===== config.mk =====
export PLATFORM = sky130hd
export DESIGN_NAME = hazard_tracker
export DESIGN_NICKNAME = d
export VERILOG_FILES = /design/src/rtl/hazard_tracker.sv
export SDC_FILE = /design/constraint.sdc
export NUM_CORES = 1
export LEC_CHECK = 0
export ABC_AREA = 1
export ABC_CLOCK_PERIOD_IN_PS = 2400
export CAP_MARGIN = 10
export CORE_MARGIN = 5
export CORE_UTILIZATION = 56
export CTS_CLUSTER_SIZE = 20
export DETAILED_ROUTE_END_ITERATION = 8
export GPL_ROUTABILITY_DRIVEN = 1
export PLACE_DENSITY = 0.83
export SYNTH_ARGS = -nofsm -noshare
export SYNTH_HDL_FRONTEND = slang
export SYNTH_SLANG_ARGS = --single-unit
export TNS_END_PERCENT = 30

===== constraint.sdc =====
create_clock -name clk -period 2.4 [get_ports clk]
set_clock_uncertainty 0.1 [all_clocks]
set_input_delay 0.24 -clock clk [delete_from_list [all_inputs] [get_ports clk]]
set_output_delay 0.24 -clock clk [all_outputs]
set_load 0.05 [all_outputs]

===== src/rtl/hazard_tracker.sv =====
// Pipeline hazard unit: tracks E/M/W destinations to produce D-stage stall
// and the D/E forwarding-mux selects.
module hazard_tracker #(
  parameter int unsigned TW       = 2,
  parameter logic [4:0]  ZERO_REG = 5'd0
) (
  input  logic          clk,
  input  logic          reset,
  input  logic [4:0]    d_a1,
  input  logic [4:0]    d_a2,
  input  logic [4:0]    d_a3,
  input  logic          d_we,
  input  logic [TW-1:0] d_tuse_rs,
  input  logic [TW-1:0] d_tuse_rt,
  input  logic [TW-1:0] d_tnew,
  output logic          stall,
  output logic [1:0]    fwd_rs_d,
  output logic [1:0]    fwd_rt_d,
  output logic [1:0]    fwd_rs_e,
  output logic [1:0]    fwd_rt_e
);

  localparam int unsigned RW = 5;

  localparam logic [1:0] SEL_NONE = 2'd0;
  localparam logic [1:0] SEL_E    = 2'd1;
  localparam logic [1:0] SEL_M    = 2'd2;
  localparam logic [1:0] SEL_W    = 2'd3;

  logic          e_we, m_we, w_we;
  logic [RW-1:0] e_a3, m_a3, w_a3;
  logic [TW-1:0] e_tnew, m_tnew, w_tnew;
  logic [RW-1:0] e_a1, e_a2;

  // Stage entry matches a source register; the zero register never matches.
  function automatic logic hit(input logic we, input logic [RW-1:0] a3,
                               input logic [RW-1:0] src);
    return we && (a3 == src) && (src != ZERO_REG);
  endfunction

  // Nearest producer wins even when it is not ready yet (no fallthrough).
  function automatic logic [1:0] sel_d(input logic [RW-1:0] src);
    logic [1:0] sel;
    sel = SEL_NONE;
    if (hit(e_we, e_a3, src))      sel = (e_tnew == '0) ? SEL_E : SEL_NONE;
    else if (hit(m_we, m_a3, src)) sel = (m_tnew == '0) ? SEL_M : SEL_NONE;
    else if (hit(w_we, w_a3, src)) sel = (w_tnew == '0) ? SEL_W : SEL_NONE;
    return sel;
  endfunction

  function automatic logic [1:0] sel_e(input logic [RW-1:0] src);
    logic [1:0] sel;
    sel = SEL_NONE;
    if (hit(m_we, m_a3, src))      sel = (m_tnew == '0) ? SEL_M : SEL_NONE;
    else if (hit(w_we, w_a3, src)) sel = (w_tnew == '0) ? SEL_W : SEL_NONE;
    return sel;
  endfunction

  always_comb begin
    stall    = 1'b0;
    fwd_rs_d = SEL_NONE;
    fwd_rt_d = SEL_NONE;
    fwd_rs_e = SEL_NONE;
    fwd_rt_e = SEL_NONE;
    // W always has its result, so only E and M can force a stall.
    if (hit(e_we, e_a3, d_a1) && (e_tnew > d_tuse_rs)) stall = 1'b1;
    if (hit(m_we, m_a3, d_a1) && (m_tnew > d_tuse_rs)) stall = 1'b1;
    if (hit(e_we, e_a3, d_a2) && (e_tnew > d_tuse_rt)) stall = 1'b1;
    if (hit(m_we, m_a3, d_a2) && (m_tnew > d_tuse_rt)) stall = 1'b1;
    fwd_rs_d = sel_d(d_a1);
    fwd_rt_d = sel_d(d_a2);
    fwd_rs_e = sel_e(e_a1);
    fwd_rt_e = sel_e(e_a2);
  end

  always_ff @(posedge clk) begin
    if (reset) begin
      e_we   <= 1'b0;
      e_a3   <= '0;
      e_tnew <= '0;
      e_a1   <= '0;
      e_a2   <= '0;
      m_we   <= 1'b0;
      m_a3   <= '0;
      m_tnew <= '0;
      w_we   <= 1'b0;
      w_a3   <= '0;
      w_tnew <= '0;
    end else begin
      w_we   <= m_we;
      w_a3   <= m_a3;
      w_tnew <= '0;
      m_we   <= e_we;
      m_a3   <= e_a3;
      m_tnew <= (e_tnew == '0) ? '0 : e_tnew - TW'(1);
      if (stall) begin
        e_we   <= 1'b0;
        e_a3   <= '0;
        e_tnew <= '0;
        e_a1   <= '0;
        e_a2   <= '0;
      end else begin
        e_we   <= d_we;
        e_a3   <= d_a3;
        e_tnew <= d_tnew;
        e_a1   <= d_a1;
        e_a2   <= d_a2;
      end
    end
  end

endmodule


==> flow_summary.yaml, run 1 <==
clock_tree:
  clkSinkCount: 32
  htreeDepth: 2
  ctsResizeCount: 0
  cts_buffer_depth: 2
  clock-root-buffer: "clkbuf_8"
  clk_latency_ns: 0.28
  post_cts_buffers: 0
  cts_buffers: 5
  cts_tree: "yes"
  clk_pin_slew_ns: 0.06
  cts_hold_buffers: 0
hold_path:
  hold_class: "reg2reg"
worst_setup_path:
  cp.required_ns: 2.06
  crit_type: "in2out"
  arrival_ns: 1.84
  worstSetupStartpointType: "primary input"
  critPathMaxFanout: 5
  endpoint_kind: "output pin"
placement:
  port_buffers: 32
  gp_congestion: 0.949
  dpl.hpwl_um: 4160
floorplanning:
  fp.dieW_um: 70.5
  ios: 33
  row_count: 22
  die_h_um: 70.5
  core_area_um2: 3610
  die_area_um2: 4970
  start_util_pct: 56.8
pwr:
  power.share.sequential_pct: 46.5
  power_density_nw_per_um2: 493
  sw_frac_of_total_pct: 28.5
  p_int_mw: 0.898
  switchingPower_mw: 0.358
  comb_power_share_pct: 19.8
  vdd_drop_max_mv: 0.398
  leakagePower_nw: 1.24
  pwr-share-clk_pct: 33.7
  total_power_mw: 1.26
logic_synthesis:
  synth_area_um2: 2050
  yosysSeqAreaShare_pct: 31.3
  synth_fp_nets: 347
  synth_top_area_share_pct: 31.3
  synth_area_leaders: "dfxtp_1, nand2_1, inv_1, nor2_1, ha_1"
  syn_avg_cell_area_um2: 6.53
  yosys_warnings: 0
  synth_cell_types: 29
  yosys.area.top_type: "dfxtp_1"
  ys_ff_latch: 32
  syn_inst: 314
finish:
  final_common_cell: "nand2_1"
  fillerInstances: 306
  synthToLayoutAreaGrowth_pct: 24.5
  antenna_cells: 0
  drive_gt1_share_pct: 15.6
  seq_area_um2: 641
  fin_nets: 385
  final_cell_mix: "nand2_1, inv_1, dfxtp_1"
  multi_input_area_um2: 1160
routing:
  vias_per_cell: 5.12
  routed-via-count: 2054
  wl_um: 5160
  firstDrtPassIters: 4
  ant_nets: 0
  routedWlPerCell_um: 12.9
  drtIter0Drc: 148
  drc: 0
sta:
  fin_crit_sh_pct: 91.0
  fmax_mhz: 458
  slew_viol_final: 0
  finalHoldViolations: 0
  setup_viol: 0
  min_period_ns: 2.18
  worst_pin_slew_ns: 0.467
  timing.slew.headroom_pct: 68.7
  rsz0062_at_grt: "false"
  finalSetupTns_ns: 0
  holdWs_ns: 0.313
global_route:
  grt_pass1_wl_um: 8780
  grt_max_degree: 19
  antenna_found_initial: 0
  grt_pass1_vias: 1980
  overflow: 0
  grtUsageTotal_pct: 22.3
job:
  cap_viol_max_count: 0
status:
  status: "complete, no violations"
==> worst paths after layout <==
path                     endpoint  cells past startpoint  slack (ns)                  from
max                   fwd_rs_d[1]                      9        0.22               d_a1[3]
min          m_tnew[0]$_SDFF_PP0_                      1        0.31  e_tnew[0]$_SDFF_PP0_
max reg2reg    e_a2[2]$_SDFF_PP0_                      8        0.71  m_tnew[1]$_SDFF_PP0_
min reg2reg  m_tnew[0]$_SDFF_PP0_                      1        0.31  e_tnew[0]$_SDFF_PP0_
==> critical path, cell delays in order <==
cell and delay (ns):
clkdlybuf4s50_1 0.51, inv_2 0.13, nand3_1 0.09, nor2_2 0.15
nor2_1 0.09, and2_1 0.17, nand3b_1 0.17, nand2_1 0.13
buf_12 0.15
==> final cells by class <==
class	count	share of cell area [%]
inverters	61	8.97
clock buffers	8	3.53
well taps	48	2.35
repair buffers	34	14.7
multi-input cells	218	45.3
flip-flops and latches	32	25.1
==> metal layers <==
| layer | routed length [µm] | vias to the layer above | part of all wire (%) | global-route usage [%] |
|---|---|---|---|---|
| met2 | 2490 | 83 | 48 | 38.1 |
| li1 | - | 1054 | - | - |
| met1 | 2200 | 903 | 43 | 27.3 |
| met3 | 361 | 14 | 7.0 | 3.60 |
| met5 | 0 | - | 0 | 0 |
| met4 | 112 | 0 | 2.2 | 9.79 |
==> through the flow <==
stage                     utilization (%)  std cells  area, µm²  setup slack (ns)
final                                70.7        401       2550             0.216
after CTS                            70.7        401       2550             0.224
after global placement               68.3        393       2460             0.275
after floorplan                         -        314       2050             0.197
after detailed placement             68.3        393       2460             0.232
after global routing                 70.7        401       2550            0.0993
==> flip-flops by register name, summed over array words and instances (netlist names) <==
register / flops
m_tnew: 2
e_tnew: 2
m_a3: 5
w_we: 1
m_we: 1
e_we: 1
e_a1: 5
e_a3: 5
w_a3: 5
e_a2: 5
==> synth_stat cells <==
cell      count
inv_1        46
a211oi_1      2
inv_2        14
nand3_2       3
nand2_2       2
o22ai_1       6
nor3_1        7
o21ai_0       4
clkbuf_1      1
buf_2         1
nand3b_1      1
and2_1        1
nand2_4       1
buf_8         1
and2_0        1
a21oi_1      17
nand4_1       6
ha_1          9
xnor2_1       6
nor4_1        1
clkinv_1      1
nor2_2       16
dfxtp_1      32
o211ai_1      2
nor2_4        2
nand3_1      13
nor2_1       31
xor2_1        7
nand2_1      80
==> power by group through the flow <==
| stage | Sequential [mW] | Clock [mW] | Combinational [mW] |
|---|---|---|---|
| global placement | 0.596 | 0 | 0.242 |
| finish | 0.584 | 0.423 | 0.249 |
| floorplan | 0.587 | 0 | 0.161 |
| detailed placement | 0.596 | 0 | 0.247 |
| CTS | 0.584 | 0.426 | 0.248 |
| global route | 0.588 | 0.455 | 0.282 |
==> kinds of logic (layout without fill, tap and decap cells) <==
group	after synthesis	after routing	synth area share, %
compound gates	31	31	8.42
xor+xnor	13	13	5.56
fa+ha+maj	9	9	5.49
buf+inv	64	103	12.3
flops	32	32	31.3
simple gates	165	165	36.9
Power figures use the tool's default switching activity.
==> run 2: changes to the inputs <==
SKIP_CTS_REPAIR_TIMING = 1   (was unset)
==> results of run 2 <==
The final DEF is identical to that of run 1; final timing and power are the same.
==> run 3: changes to the inputs <==
CORE_MARGIN = 2   (was 5)
REMOVE_ABC_BUFFERS = 1   (was unset)
==> flow_summary.yaml, run 3 (synthesized netlist as in run 1, its figures left out) <==
clock_tree:
  clkSinkCount: 32
  clk_latency_ns: 0.34
  clk_pin_slew_ns: 0.11
  clock-root-buffer: "clkbuf_4"
  cts_buffer_depth: 2
  htreeDepth: 2
  cts_buffers: 5
  cts_tree: "yes"
global_route:
  grtUsageTotal_pct: 29.0
  antenna_found_initial: 0
  grt_max_degree: 19
  grt.busiest_layer: "met2"
  overflow: 0
  grt_pass1_wl_um: 9230
  grt_use_met1_pct: 39.7
  grt_use_met3_pct: 4.69
  grt_pass1_vias: 1997
  grt.met2_usage_pct: 46.5
sta:
  min_period_ns: 2.33
  slew_viol_final: 0
  finalHoldViolations: 0
  fin_crit_sh_pct: 97.1
  finalSetupTns_ns: 0
  fmax_mhz: 429
  rsz0062_at_grt: "false"
  timing.slew.headroom_pct: 66.3
  setup_viol: 0
  worst_pin_slew_ns: 0.504
  setup_ws_ns: 0.0706
floorplanning:
  row_count: 21
  fp.dieW_um: 64.5
  core_area_um2: 3420
  die_h_um: 64.5
  die_area_um2: 4160
  start_util_pct: 60.0
  ios: 33
finish:
  seq_area_um2: 641
  fin_nets: 387
  antenna_cells: 0
  fillerInstances: 288
  stdcell_area_um2: 2570
  drive_gt1_share_pct: 16.3
  synthToLayoutAreaGrowth_pct: 25.2
  post-route-util_pct: 75.1
  multi_input_area_um2: 1170
  final_common_cell: "nand2_1"
  final_cell_mix: "nand2_1, inv_1, dfxtp_1"
worst_setup_path:
  critPathMaxFanout: 5
  cp.required_ns: 2.06
  arrival_ns: 1.99
  max_stage_delay_ns: 0.51
  cp_cell_sequence: "clkdlybuf4s50_1 > inv_2 > nand3_1 > nor2_4 > nor2_1 > and2_1 > nand3b_1 > nand2_1 > buf_12"
  endpoint_kind: "output pin"
  cp_slowest_cell: "clkdlybuf4s50_1"
  worstSetupStartpointType: "primary input"
  crit_type: "in2out"
pwr:
  vdd_drop_max_mv: 0.352
  total_power_mw: 1.25
  power_density_nw_per_um2: 486
  leakagePower_nw: 1.27
routing:
  drc: 0
  routed-via-count: 2111
  vias_per_cell: 5.26
  drtIter0Drc: 210
  firstDrtPassIters: 5
  wl_um: 5440
  ant_nets: 0
  routedWlPerCell_um: 13.6
status:
  status: "complete, no violations"
placement:
  port_buffers: 32
  dpl.hpwl_um: 4350
  post-place-ws_ns: 0.113
  gp_congestion: 0.933
  placed_cell_area_um2: 2480
job:
  cap_viol_max_count: 0
hold_path:
  hold_class: "in2reg"
[run 3: power breakdown]
group	leakage, nW	switching [mW]	internal (mW)
sequential	0.265	0.0252	0.557
combinational	0.963	0.150	0.109
clock	0.0422	0.188	0.218
[run 3: area by class of cell]
class                      count  share of cell area, %
sequential                    32                   25.0
timing repair buffer          36                   15.4
multi-input combinational    218                   45.5
clock inverter                 2                   1.37
tap                           46                   2.24
clock buffer                   6                   1.61
inverter                      61                   8.92
[run 3: path summary, 6_finish.rpt]
path | startpoint | to | slack [ns] | depth (start not counted)
hold reg to reg | e_tnew[0]$_SDFF_PP0_ | m_tnew[0]$_SDFF_PP0_ | 0.35 | 1
hold / removal | d_a3[3] | e_a3[3]$_SDFF_PP0_ | 0.30 | 3
setup / recovery | d_a1[3] | fwd_rs_d[0] | 0.07 | 9
setup reg to reg | e_tnew[0]$_SDFF_PP0_ | e_a2[1]$_SDFF_PP0_ | 0.63 | 8
[run 3: per-layer routing]
layer  vias to the layer above  part of all wire, %
met5                         -                    0
met1                       947                   44
met4                         0                  1.8
met2                        96                   46
li1                       1056                    -
met3                        12                  8.6
[run 3: critical path, delay by kind of cell]
family | cells | cell delay, ns
AND/OR/NAND/NOR | 6 | 0.95
buffers and inverters | 3 | 0.81
[run 3: through the flow]
stage / std cells / hold WS (ns)
2_1_floorplan: 311 / 0.211
3_3_place_gp: 393 / 0.325
3_5_place_dp: 393 / 0.326
4_1_cts: 401 / 0.304
5_1_grt: 401 / 0.315
6_report: 401 / 0.305
